`src/rtl/pipelined_addsub.sv`:
```
// Pipelined ripple-carry adder/subtractor: WIDTH bits split into CHUNK-bit slices,
// one register stage per slice, valid/ready handshake with a global advance enable.

module pipelined_addsub_slice #(
  parameter int CHUNK = 4
) (
  input  logic [CHUNK-1:0] a_i,
  input  logic [CHUNK-1:0] b_i,
  input  logic             cin_i,
  output logic [CHUNK-1:0] s_o,
  output logic             cout_o,
  output logic             cmsb_o
);
  logic [CHUNK:0] c;

  always_comb begin
    c    = '0;
    s_o  = '0;
    c[0] = cin_i;
    for (int i = 0; i < CHUNK; i++) begin
      s_o[i]   = a_i[i] ^ b_i[i] ^ c[i];
      c[i+1]   = (a_i[i] & b_i[i]) | (c[i] & (a_i[i] ^ b_i[i]));
    end
  end

  assign cout_o = c[CHUNK];
  assign cmsb_o = c[CHUNK-1];
endmodule

module pipelined_addsub #(
  parameter int WIDTH = 16,
  parameter int CHUNK = 4
) (
  input  logic             clk,
  input  logic             rst_n,
  input  logic             in_valid,
  output logic             in_ready,
  input  logic [WIDTH-1:0] a,
  input  logic [WIDTH-1:0] b,
  input  logic             sub,
  output logic             out_valid,
  input  logic             out_ready,
  output logic [WIDTH-1:0] sum,
  output logic             cout,
  output logic             ovf
);
  localparam int STAGES = WIDTH / CHUNK;

  if (WIDTH < 1 || CHUNK < 1 || (WIDTH % CHUNK) != 0) begin : g_bad_param
    $error("pipelined_addsub: WIDTH must be a positive multiple of CHUNK");
  end

  // Each stage carries the full operand/result word; untouched chunks ride along,
  // which gives the operand skew and result deskew without separate delay lines.
  typedef struct packed {
    logic             sub;
    logic             cy;
    logic             ovf;
    logic [WIDTH-1:0] a;
    logic [WIDTH-1:0] b;
    logic [WIDTH-1:0] s;
  } stg_t;

  stg_t                    stg_in;
  stg_t [STAGES-1:0]       stg_d, stg_q;
  logic [STAGES-1:0]       vld_q;
  logic [STAGES:0]         vld_pipe;
  logic                    adv;

  assign vld_pipe  = {vld_q, in_valid};
  assign out_valid = vld_pipe[STAGES];
  assign adv       = !out_valid | out_ready;
  assign in_ready  = adv;

  assign stg_in = '{sub: sub, cy: sub, ovf: 1'b0, a: a, b: b, s: '0};

  for (genvar k = 0; k < STAGES; k++) begin : g_stage
    stg_t             src;
    logic [CHUNK-1:0] s_chunk;
    logic             co, cm;
    logic [WIDTH-1:0] s_new;

    if (k == 0) begin : g_first
      assign src = stg_in;
    end else begin : g_next
      assign src = stg_q[k-1];
    end

    pipelined_addsub_slice #(.CHUNK(CHUNK)) u_slice (
      .a_i   (src.a[k*CHUNK +: CHUNK]),
      .b_i   (src.b[k*CHUNK +: CHUNK] ^ {CHUNK{src.sub}}),
      .cin_i (src.cy),
      .s_o   (s_chunk),
      .cout_o(co),
      .cmsb_o(cm)
    );

    always_comb begin
      s_new                      = src.s;
      s_new[k*CHUNK +: CHUNK]    = s_chunk;
    end

    // Only the MSB slice's internal carry defines signed overflow.
    assign stg_d[k] = '{sub: src.sub, cy: co,
                        ovf: (k == STAGES-1) ? (cm ^ co) : src.ovf,
                        a: src.a, b: src.b, s: s_new};
  end

  always_ff @(posedge clk or negedge rst_n) begin
    if (!rst_n) begin
      stg_q <= '0;
      vld_q <= '0;
    end else if (adv) begin
      stg_q <= stg_d;
      vld_q <= vld_pipe[STAGES-1:0];
    end
  end

  assign sum  = stg_q[STAGES-1].s;
  assign cout = stg_q[STAGES-1].cy;
  assign ovf  = stg_q[STAGES-1].ovf;

  logic unused_bits;
  assign unused_bits = ^{stg_q[STAGES-1].a, stg_q[STAGES-1].b, stg_q[STAGES-1].sub};
endmodule
```
`config.mk`:
```
export PLATFORM = sky130hd
export DESIGN_NAME = pipelined_addsub
export DESIGN_NICKNAME = d
export VERILOG_FILES = /design/src/rtl/pipelined_addsub.sv
export SDC_FILE = /design/constraint.sdc
export NUM_CORES = 1
export LEC_CHECK = 0
export CORE_ASPECT_RATIO = 1.75
export CORE_UTILIZATION = 25
export CTS_BUF_LIST = sky130_fd_sc_hd__clkbuf_4
export DETAILED_ROUTE_END_ITERATION = 7
export HOLD_SLACK_MARGIN = 0.02
export PLACE_DENSITY = 0.4
export SLEW_MARGIN = 20
export SYNTH_ARGS = -nofsm -noshare
export SYNTH_HDL_FRONTEND = slang
export SYNTH_SLANG_ARGS = --single-unit
```
`constraint.sdc`:
```
create_clock -name clk -period 3.8 [get_ports clk]
set_input_delay 1.14 -clock clk [delete_from_list [all_inputs] [get_ports clk]]
set_output_delay 1.14 -clock clk [all_outputs]
set_load 0.05 [all_outputs]
```
==> results of run 1 <==
path summary, 6_finish.rpt:
kind                                     from                  to  slack (ns)  cells past startpoint
max                                 out_ready            in_ready        0.72                      3
min                                  vld_q[2]            vld_q[3]        0.50                      1
max reg2reg                g_stage[3].src[50]                 ovf        1.14                     10
min reg2reg                          vld_q[2]            vld_q[3]        0.50                      1
max in group asynchronous               rst_n  g_stage[1].src[40]        2.38                      2
min in group asynchronous               rst_n  g_stage[3].src[46]        0.69                      1
through the flow:
step | area [µm²] | hold slack, ns | worst slack, ns
6_report | 5530 | 0.501 | 0.717
5_1_grt | 5530 | 0.524 | 0.607
4_1_cts | 5530 | 0.500 | 0.666
3_5_place_dp | 5400 | 0.465 | 0.347
3_3_place_gp | 5400 | 0.460 | 0.367
2_1_floorplan | 4710 | 0.435 | 0.928
kinds of logic after synthesis:
logic type / Yosys count / synth area share
fa+ha+maj: 15 / 0.0638
simple gates: 9 / 0.0154
flops: 100 / 0.531
buf+inv: 36 / 0.0632
compound gates: 7 / 0.00744
xor+xnor: 17 / 0.0316
mux: 93 / 0.287
worst reg2reg max path: cells and delay by family, from the launching register on:
family | cells | cell delay, ns
xor gates and xnor gates | 2 | 0.42
adders and majority gates | 4 | 1.21
buffers and inverters | 3 | 0.20
DFF | 1 | 0.49
muxes | 1 | 0.25
cells in the final DEF, fill, tap and decap left out:
master,synthesis,layout
sky130_fd_sc_hd__clkinv_1,0,1
sky130_fd_sc_hd__nor3b_1,7,7
sky130_fd_sc_hd__inv_6,0,2
sky130_fd_sc_hd__inv_8,0,1
sky130_fd_sc_hd__inv_1,21,21
sky130_fd_sc_hd__nand2b_1,1,1
sky130_fd_sc_hd__a21oi_1,7,7
sky130_fd_sc_hd__xor2_1,9,9
sky130_fd_sc_hd__fa_1,15,15
sky130_fd_sc_hd__buf_4,0,2
sky130_fd_sc_hd__xnor2_1,8,8
sky130_fd_sc_hd__clkdlybuf4s50_1,0,54
sky130_fd_sc_hd__nand2b_4,1,1
sky130_fd_sc_hd__mux2_2,12,12
sky130_fd_sc_hd__dfrtp_1,100,100
sky130_fd_sc_hd__buf_12,9,3
sky130_fd_sc_hd__diode_2,0,1
sky130_fd_sc_hd__clkinv_4,0,3
sky130_fd_sc_hd__clkbuf_4,0,9
sky130_fd_sc_hd__mux2_4,81,81
registers in the layout, summed over array words and instances (netlist names):
name	cells
sum	16
g_stage.s_new	24
g_stage.src	54
ovf	1
vld_q	4
cout	1
layer usage:
layer	part of all wire	GRT usage	wire [µm]	vias up
met3	0.027	0.0167	209	8
met5	0	0	0	-
met1	0.47	0.118	3610	1091
li1	-	-	-	1038
met2	0.48	0.133	3740	37
met4	0.021	0.0450	161	0
synthesized netlist by cell type:
cell type and count:
sky130_fd_sc_hd__xor2_1 9, sky130_fd_sc_hd__xnor2_1 8, sky130_fd_sc_hd__buf_6 2, sky130_fd_sc_hd__dfrtp_1 100, sky130_fd_sc_hd__nor3b_1 7, sky130_fd_sc_hd__buf_12 9
sky130_fd_sc_hd__buf_2 1, sky130_fd_sc_hd__mux2_4 81, sky130_fd_sc_hd__mux2_2 12, sky130_fd_sc_hd__fa_1 15, sky130_fd_sc_hd__a21oi_1 7, sky130_fd_sc_hd__clkbuf_1 3
sky130_fd_sc_hd__inv_1 21, sky130_fd_sc_hd__nand2b_4 1, sky130_fd_sc_hd__nand2b_1 1
report_power, final:
part           internal [mW]  switching [mW]  total (mW)  leakage, nW
clock                  0.146           0.379       0.525       0.0704
combinational           1.31            1.04        2.36         1.31
sequential              1.53           0.315        1.85         1.16
total                   3.00            1.74        4.73         2.54
area by class of cell:
class	count	area share
Sequential cell	100	0.452
Multi-Input combinational cell	141	0.345
Timing Repair Buffer	59	0.111
Tap cell	238	0.0538
Inverter	21	0.0143
Clock buffer	9	0.0122
Clock inverter	7	0.0106
Antenna cell	1	0.000452
==> results by group, run 1 <==
Worst setup path
  • Required time of the critical path: 2.66 ns
  • Slowest Stage Delay on Critical Path: 0.49 ns
  • Cell type of the slowest stage on the worst timing path: sky130_fd_sc_hd__clkdlybuf4s50_1
  • Critical path, cell by cell: clkdlybuf4s50_1 -> nand2b_4 -> buf_12
  • Worst path buffer plus inverter count: 2
  • Crit path kind: input port to output pin
  • Element type at the critical path end: output pin
  • Crit path arrival time: 1.94 ns
  • Critical-path maximum fanout: 2
  • Startpoint type of the worst setup path: input port
  • Gate family responsible for the most delay along the worst path: buffers and inverters

GRT
  • GRT overflow: 0
  • Global routing usage summed across all routing layers: 0.0876
  • Number of global-route vias before repair: 2447
  • Pin count of the biggest net entering global routing: 101
  • Antenna violations before repair: 1
  • First-pass GRT wire length: 13.0 mm

Synthesis
  • Largest area contributor in the synthesized netlist: sky130_fd_sc_hd__dfrtp_1
  • Share of Yosys cell area claimed by the top area cell type: 0.531
  • Post-synthesis sequential element count: 100
  • Part of the Yosys area used for sequential elements: 0.531
  • Cell area after technology mapping: roughly 4700 µm²
  • Number of distinct library cells after synthesis: 15
  • Post-synthesis net count: about 330
  • Number of warnings printed during yosys synthesis: 0
  • Synth top area cells: sky130_fd_sc_hd__dfrtp_1, sky130_fd_sc_hd__mux2_4, sky130_fd_sc_hd__fa_1
  • Mapped Avg Cell Area: between 15 and 20 µm²
  • Cell count after synthesis: 277

Floorplanning
  • Number of top-level design ports: 57
  • Placeable core region: 18500 µm²
  • DIE AREA: 19400 µm²
  • Floorplan row count: 66
  • Vertical die dimension: about 180 µm
  • Die boundary width: 106 µm
  • Starting density of the core: 0.255

Placed design
  • Final weighted congestion of routability-driven global placement: ~0.65
  • Inst Count DP: between 500 and 600
  • Count of buffers inserted at the top-level ports: 56
  • HPWL after detailed placement: 5.15 mm

Routing
  • Detailed Routing Iterations Pass 1: 4
  • Wire length per cell: 13.4 µm
  • Sum of routed wire length over all layers: about 7.7 mm
  • Remaining antenna violation count: 0
  • DRT iter0 DRCs: 60
  • Via Count: ~2200
  • Vias per Instance: roughly 3.8
  • Residual DRC count: 0

STA
  • Transition time of the tightest slew-check pin: ~0.73 ns
  • Sum of negative setup slack: 0 ns
  • Tmin final: around 3.1 ns
  • Final number of max-transition violations: 0
  • Maximum achievable frequency: 324 MHz
  • Setup skew after layout: ~0.022 ns
  • RSZ-0062 raised after global routing: no
  • Max-Slew Margin vs Limit: 0.512
  • Hold violation total from the final report: 0
  • Total of endpoints with negative setup slack in the final report: 0
  • Final critical-path share of the clock period: 0.811

Final layout
  • Final net count: 384
  • Final std cells w/o fill: 576
  • Combined flip-flop and latch cell area: around 2500 µm²
  • Layout fillers: 1900
  • Area used by multi-input combinational logic: approximately 1900 µm²
  • Share of layout cells above drive strength 1: 0.338
  • Syn-to-layout area delta: 17.5%
  • Layout Utilization: 0.299

Power and ir drop
  • Cell Pwr Density: 856 nW/µm²
  • Leakage power: about 2.5 nW
  • Total power: 4.73 mW
  • Maximum VDD drop: 0.546 mV

Clocking
  • Num CTS Buffers: 9
  • Clock root buffer master: sky130_fd_sc_hd__clkbuf_4
  • H-tree Lvls: 3
  • Total setup buffers inserted after CTS: 0
  • Clk Latency, worst-skew pair: 0.46 ns
  • TritonCTS Sinks: 100
  • Count of hold buffers inserted by post-cts repair: 0
  • Clock transition at the registers of the reported paths: 0.15 ns
  • Post-CTS resize count: 0
  • TritonCTS clock tree: done
  • Number of buffers between clock root and the deepest sink: 2

Job
  • Max-cap viol count: 0

Outcome
  • Outcome: complete, no violations

Min path
  • Path type of the worst min-delay path: flip-flop to flip-flop
(Power assumes the default switching activity.)
==> run 2: changes to the inputs <==
PLACE_DENSITY = 0.42   (was 0.4)
clock period = 2.8 ns   (was 3.8 ns; I/O delays follow)
==> run 2 against run 1 <==
Wire length is 1.1% higher. Via count grew 2.8%. Sequential power up 33%. Utilization increased by 0.55 points. Clock power up 41%. Die area unchanged. Sequential cell count unchanged. Sequential share of layout area is 0.81 points lower. Hold slack worse by 0.26 ns. Largest cell class unchanged.
==> results by group, run 2 (synthesis results as in run 1) <==
Final layout
  • Commonest cells after routing, fill and taps aside: sky130_fd_sc_hd__dfrtp_1, sky130_fd_sc_hd__mux2_4, sky130_fd_sc_hd__clkdlybuf4s50_1
  • Most common library cell in the layout ignoring fill and taps: sky130_fd_sc_hd__dfrtp_1
  • Syn-to-layout area delta: 19.6%
  • Share of layout cells above drive strength 1: 0.362 (+0.0238)
  • Layout Utilization: 0.305 (+0.00548)
  • Final net count: 395 (+2.9%)
  • Flip-flop count of the largest register after layout: 54 (unchanged)

Floorplanning
  • DIE AREA: 19400 µm² (unchanged)
  • Number of top-level design ports: 57 (unchanged)
  • Placeable core region: 18500 µm² (unchanged)
  • Die boundary width: 106 µm (unchanged)
  • Starting density of the core: 0.255 (unchanged)
  • Vertical die dimension: 184 µm (unchanged)
  • Floorplan row count: 66 (unchanged)

STA
  • Final critical-path share of the clock period: 0.939
  • Hold violation total from the final report: 0 (unchanged)
  • Maximum achievable frequency: 380 MHz
  • RSZ-0062 raised after global routing: no
  • Setup skew after layout: 0.0220 ns (-0.000335 ns)
  • Final number of max-transition violations: 0 (unchanged)
  • Total of endpoints with negative setup slack in the final report: 0 (unchanged)
  • Transition time of the tightest slew-check pin: 0.514 ns (-0.219 ns)
  • Final worst hold slack: 0.239 ns (-0.262 ns)
  • Tmin final: 2.63 ns
  • Max-Slew Margin vs Limit: 0.656 (+0.145)

Clocking
  • Number of buffers between clock root and the deepest sink: 2 (unchanged)
  • Num CTS Buffers: 9 (unchanged)
  • Clk Latency, worst-skew pair: 0.45 ns (about the same)
  • Clock root buffer master: sky130_fd_sc_hd__clkbuf_4
  • Total setup buffers inserted after CTS: 0 (unchanged)
  • Post-CTS resize count: 0 (unchanged)
  • Count of hold buffers inserted by post-cts repair: 0 (unchanged)
  • H-tree Lvls: 3 (unchanged)
  • Clock transition at the registers of the reported paths: 0.17 ns (+0.02 ns)
  • TritonCTS Sinks: 100 (unchanged)
  • TritonCTS clock tree: done

Power and ir drop
  • Maximum VDD drop: 0.468 mV (-14%)
  • Leakage power: 2.60 nW (+2.3%)
  • Total power: 6.50 mW (+37%)
  • Cell Pwr Density: 1150 nW/µm² (+35%)

Worst setup path
  • CP dominant cell by count: sky130_fd_sc_hd__fa_1
  • Required time of the critical path: 3.16 ns (+0.50 ns)
  • Worst path buffer plus inverter count: 3 (+1)
  • Startpoint type of the worst setup path: input port
  • Gate family responsible for the most delay along the worst path: adder cells
  • Slowest Stage Delay on Critical Path: 0.48 ns (about the same)
  • Critical-path maximum fanout: 2 (unchanged)
  • Element type at the critical path end: flip-flop
  • Critical path, cell by cell: clkdlybuf4s50_1 -> mux2_2 -> fa_1 -> inv_1 -> fa_1 -> inv_1 -> fa_1 -> mux2_4
  • Cell type of the slowest stage on the worst timing path: sky130_fd_sc_hd__clkdlybuf4s50_1
  • Crit path kind: input port to flip-flop
  • Crit path arrival time: 2.99 ns (+1.05 ns)

Routing
  • Sum of routed wire length over all layers: 7.80 mm (+1.1%)
  • Remaining antenna violation count: 0 (unchanged)
  • Detailed Routing Iterations Pass 1: 4 (unchanged)
  • Wire length per cell: 13.3 µm (-0.82%)
  • Via Count: 2234 (+2.8%)
  • DRT iter0 DRCs: 49 (-18%)
  • Vias per Instance: 3.81 (+0.83%)
  • Residual DRC count: 0 (unchanged)

Placed design
  • Final weighted congestion of routability-driven global placement: 0.668 (+2.1%)
  • Count of buffers inserted at the top-level ports: 56 (unchanged)
  • HPWL after detailed placement: 5.47 mm (+6.2%)

GRT
  • Antenna violations before repair: 1 (unchanged)
  • Global routing usage summed across all routing layers: 0.0873 (-0.000373)
  • Number of global-route vias before repair: 2492 (+1.8%)
  • GRT overflow: 0 (unchanged)
  • First-pass GRT wire length: 13.1 mm (+0.69%)
  • Pin count of the biggest net entering global routing: 54 (-47%)

Outcome
  • Outcome: complete, no violations

Job
  • Max-cap viol count: 0 (unchanged)

Min path
  • Path type of the worst min-delay path: input port to async pin
## run 2: worst paths after layout
kind	from	to	slack, ns	cells past startpoint
setup / recovery	b[0]	g_stage[1].s_new[3]	0.17	8
hold / removal	rst_n	g_stage[1].src[46]	0.24	1
setup reg to reg	g_stage[3].src[28]	sum[15]	0.30	9
hold reg to reg	vld_q[2]	vld_q[3]	0.49	1
max in group asynchronous	rst_n	g_stage[1].src[22]	1.88	2
min in group clk	vld_q[2]	vld_q[3]	0.49	1
## run 2: routing by layer
| metal | GRT usage | share of wire | vias to the layer above |
|---|---|---|---|
| met2 | 0.139 | 0.48 | 35 |
| met1 | 0.114 | 0.47 | 1135 |
| met5 | 0 | 0 | - |
| met4 | 0.0433 | 0.021 | 0 |
| li1 | - | - | 1057 |
| met3 | 0.0149 | 0.026 | 7 |
## run 2: final cells by class
class	count	area, µm²
fillers	1889	12900
flip-flops and latches	100	2500
multi-input cells	141	1910
repair buffers	70	711
well taps	238	298
inverters	21	78.8
clock buffers	9	67.6
clock inverters	7	65.1
diodes	1	2.50
## run 2: power by group
group,switching (mW),internal (mW)
combinational,1.47,1.82
sequential,0.380,2.08
clock,0.531,0.207
## run 2: per-stage QoR
stage               std cells  setup slack, ns  cell area, µm²  setup TNS [ns]
global placement          570           -0.320            5500          -0.563
finish                    587            0.170            5630               0
global route              587            0.127            5630               0
detailed placement        570           -0.328            5500          -0.578
floorplan                 277            0.244            4710               0
CTS                       586            0.202            5630               0
==> run 3: changes to the inputs <==
CORE_UTILIZATION = 50   (was 25)
PLACE_DENSITY = 0.74   (was 0.42)
==> run 3 against run 2 <==
Sequential share of layout area rose by 1.3 points. Sequential power barely moved. Count of clock-buffer cells in the layout rose by 1. First-iteration DRC count rose to 2.7 times the previous value. Critical endpoint unchanged. Non-clock buffer count fell by 1. Critical path type unchanged. Register-to-register slack got worse by 0.03 ns. Total power fell by 0.72%.
==> results by group, run 3 (synthesis results as in run 1) <==
Power and ir drop
  • P_sw: 2.33 mW (-2.1%)
  • Logic pwr share: 0.511 (+0.004)
  • Reg power frac: 0.383 (+0.004)
  • Cell Pwr Density: 1180 nW/µm² (+2.3%)
  • Switching fraction of total power: 0.362 (-0.00499)
  • Total power: 6.45 mW (-0.72%)
  • Leakage power: 2.59 nW (-0.11%)
  • Internal cell power: 4.12 mW (about the same)
  • Maximum VDD drop: 0.635 mV (+36%)
  • Clock network power share: 0.106 (-0.008)

Worst setup path
  • Required time of the critical path: 3.14 ns (-0.02 ns)
  • Launching point of the worst reg2reg path: g_stage[3].src[28]
  • Critical-path maximum fanout: 2 (unchanged)
  • Register-to-Register Path Depth: 9 (unchanged)
  • Gate family responsible for the most delay along the worst path: adder cells
  • Element type at the critical path end: flip-flop
  • Setup slack on the worst flop-to-flop path: 0.27 ns (-0.03 ns)
  • Critical path, cell by cell: clkdlybuf4s50_1 -> mux2_2 -> fa_1 -> inv_1 -> fa_1 -> inv_1 -> fa_1 -> mux2_4
  • Startpoint type of the worst setup path: input port
  • Cell type of the slowest stage on the worst timing path: sky130_fd_sc_hd__clkdlybuf4s50_1
  • Slowest Stage Delay on Critical Path: 0.49 ns (about the same)
  • Crit path kind: input port to flip-flop
  • Crit path arrival time: 3.02 ns (+0.03 ns)
  • CP dominant cell by count: sky130_fd_sc_hd__fa_1
  • RR Endpoint: sum[15]
  • Worst path buffer plus inverter count: 3 (unchanged)

Floorplanning
  • Die boundary width: 75.4 µm (-29%)
  • DIE AREA: 9820 µm² (-49%)
  • Vertical die dimension: 130 µm (-29%)
  • Number of top-level design ports: 57 (unchanged)
  • Floorplan row count: 46 (-30%)
  • Placeable core region: 9090 µm² (-51%)
  • Starting density of the core: 0.518 (+0.263)

STA
  • Total of endpoints with negative setup slack in the final report: 0 (unchanged)
  • Sum of negative setup slack: 0 ns (unchanged)
  • Worst-case setup margin in the final layout: 0.119 ns (-0.0506 ns)
  • Setup skew after layout: 0.0159 ns (-0.00615 ns)
  • Final critical-path share of the clock period: 0.957 (+0.0181)
  • Final number of max-transition violations: 0 (unchanged)
  • Transition time of the tightest slew-check pin: 0.504 ns (-0.00984 ns)
  • Tmin final: 2.68 ns (+0.0506 ns)
  • RSZ-0062 raised after global routing: no
  • Final worst hold slack: 0.316 ns (+0.0762 ns)
  • Hold violation total from the final report: 0 (unchanged)
  • Max-Slew Margin vs Limit: 0.663 (+0.00658)
  • Maximum achievable frequency: 373 MHz (-1.9%)

Clocking
  • Clk Latency, worst-skew pair: 0.45 ns (about the same)
  • Clock transition at the registers of the reported paths: 0.16 ns (about the same)
  • H-tree Lvls: 3 (unchanged)
  • Total setup buffers inserted after CTS: 0 (unchanged)
  • Count of hold buffers inserted by post-cts repair: 0 (unchanged)
  • Number of buffers between clock root and the deepest sink: 2 (unchanged)
  • Num CTS Buffers: 9 (unchanged)
  • TritonCTS Sinks: 100 (unchanged)
  • Clock root buffer master: sky130_fd_sc_hd__clkbuf_4
  • TritonCTS clock tree: done
  • Post-CTS resize count: 0 (unchanged)

Final layout
  • Most common library cell in the layout ignoring fill and taps: sky130_fd_sc_hd__dfrtp_1
  • Commonest cells after routing, fill and taps aside: sky130_fd_sc_hd__dfrtp_1, sky130_fd_sc_hd__mux2_4, sky130_fd_sc_hd__clkdlybuf4s50_1
  • Share of layout cells above drive strength 1: 0.360 (-0.00184)
  • Flip-flop count of the largest register after layout: 54 (unchanged)
  • Final net count: 394 (-0.25%)
  • Post-route cell area: 5470 µm² (-2.9%)
  • Syn-to-layout area delta: 16.1%
  • Layout Utilization: 0.601 (+0.297)
  • Final std cells w/o fill: 468 (-20%)

Routing
  • DRT iter0 DRCs: 131 (+170%)
  • Sum of routed wire length over all layers: 6.73 mm (-14%)
  • Wire length per cell: 14.4 µm (+8.1%)
  • Residual DRC count: 0 (unchanged)
  • Remaining antenna violation count: 0 (unchanged)
  • Via Count: 2251 (+0.76%)
  • Vias per Instance: 4.81 (+26%)
  • Detailed Routing Iterations Pass 1: 4 (unchanged)

Placed design
  • Count of buffers inserted at the top-level ports: 56 (unchanged)
  • Placed inst area: 5340 µm² (-2.8%)
  • HPWL after detailed placement: 4.75 mm (-13%)
  • Final weighted congestion of routability-driven global placement: 0.751 (+12%)
  • Inst Count DP: 451 (-21%)
  • Worst slack, placed: -0.368 ns (-0.0397 ns)

GRT
  • Antenna violations before repair: 1 (unchanged)
  • GRT overflow: 0 (unchanged)
  • Global routing usage summed across all routing layers: 0.161 (+0.0736)
  • Pin count of the biggest net entering global routing: 57 (+5.6%)
  • First-pass GRT wire length: 11.7 mm (-10%)
  • Number of global-route vias before repair: 2459 (-1.3%)

Min path
  • Path type of the worst min-delay path: input port to async pin

Job
  • Max-cap viol count: 0 (unchanged)

Outcome
  • Outcome: complete, no violations
==> run 3: changes by cell type in the layout (fill, tap and decap cells not counted) <==
cell / before / now
sky130_fd_sc_hd__buf_4: 12 / 11
sky130_fd_sc_hd__inv_8: 2 / 1
sky130_fd_sc_hd__inv_6: 3 / 2
sky130_fd_sc_hd__clkinv_2: 0 / 2
sky130_fd_sc_hd__clkinvlp_4: 1 / 0
sky130_fd_sc_hd__clkbuf_4: 9 / 10
==> run 3: cell type report <==
type                            instances  area [µm²]
Tap cell                              120         150
Multi-Input combinational cell        141        1910
Fill cell                             731        3630
Clock inverter                          6        47.5
Antenna cell                            1        2.50
Inverter                               21        78.8
Timing Repair Buffer                   69         703
Clock buffer                           10        75.1
Sequential cell                       100        2500
==> run 3: worst max-delay path by stage <==
| stage | from | end | cells after the start |
|---|---|---|---|
| after detailed placement | b[0] | g_stage[1].s_new[3] | 8 |
| after global placement | b[0] | g_stage[1].s_new[3] | 8 |
| final | b[0] | g_stage[1].s_new[3] | 8 |
| after global routing | b[0] | g_stage[1].s_new[3] | 8 |
| after floorplan | b[0] | g_stage[1].s_new[3] | 7 |
| after CTS | b[0] | g_stage[1].s_new[3] | 8 |
==> run 3: power groups by stage <==
stage	sequential [mW]	combinational, mW	clock [mW]
after floorplan	2.89	2.19	0
after global placement	2.48	3.21	0
after detailed placement	2.51	3.35	0
after CTS	2.48	3.35	0.708
after global routing	2.56	3.58	0.761
final	2.47	3.29	0.686
==> run 3: per-layer routing <==
metal | global-route usage | wire length (µm) | up-vias
met4 | 0.0817 | 156 | 0
met1 | 0.218 | 3040 | 1144
met2 | 0.247 | 3340 | 42
li1 | - | - | 1052
met3 | 0.0299 | 189 | 13
met5 | 0 | 0 | -
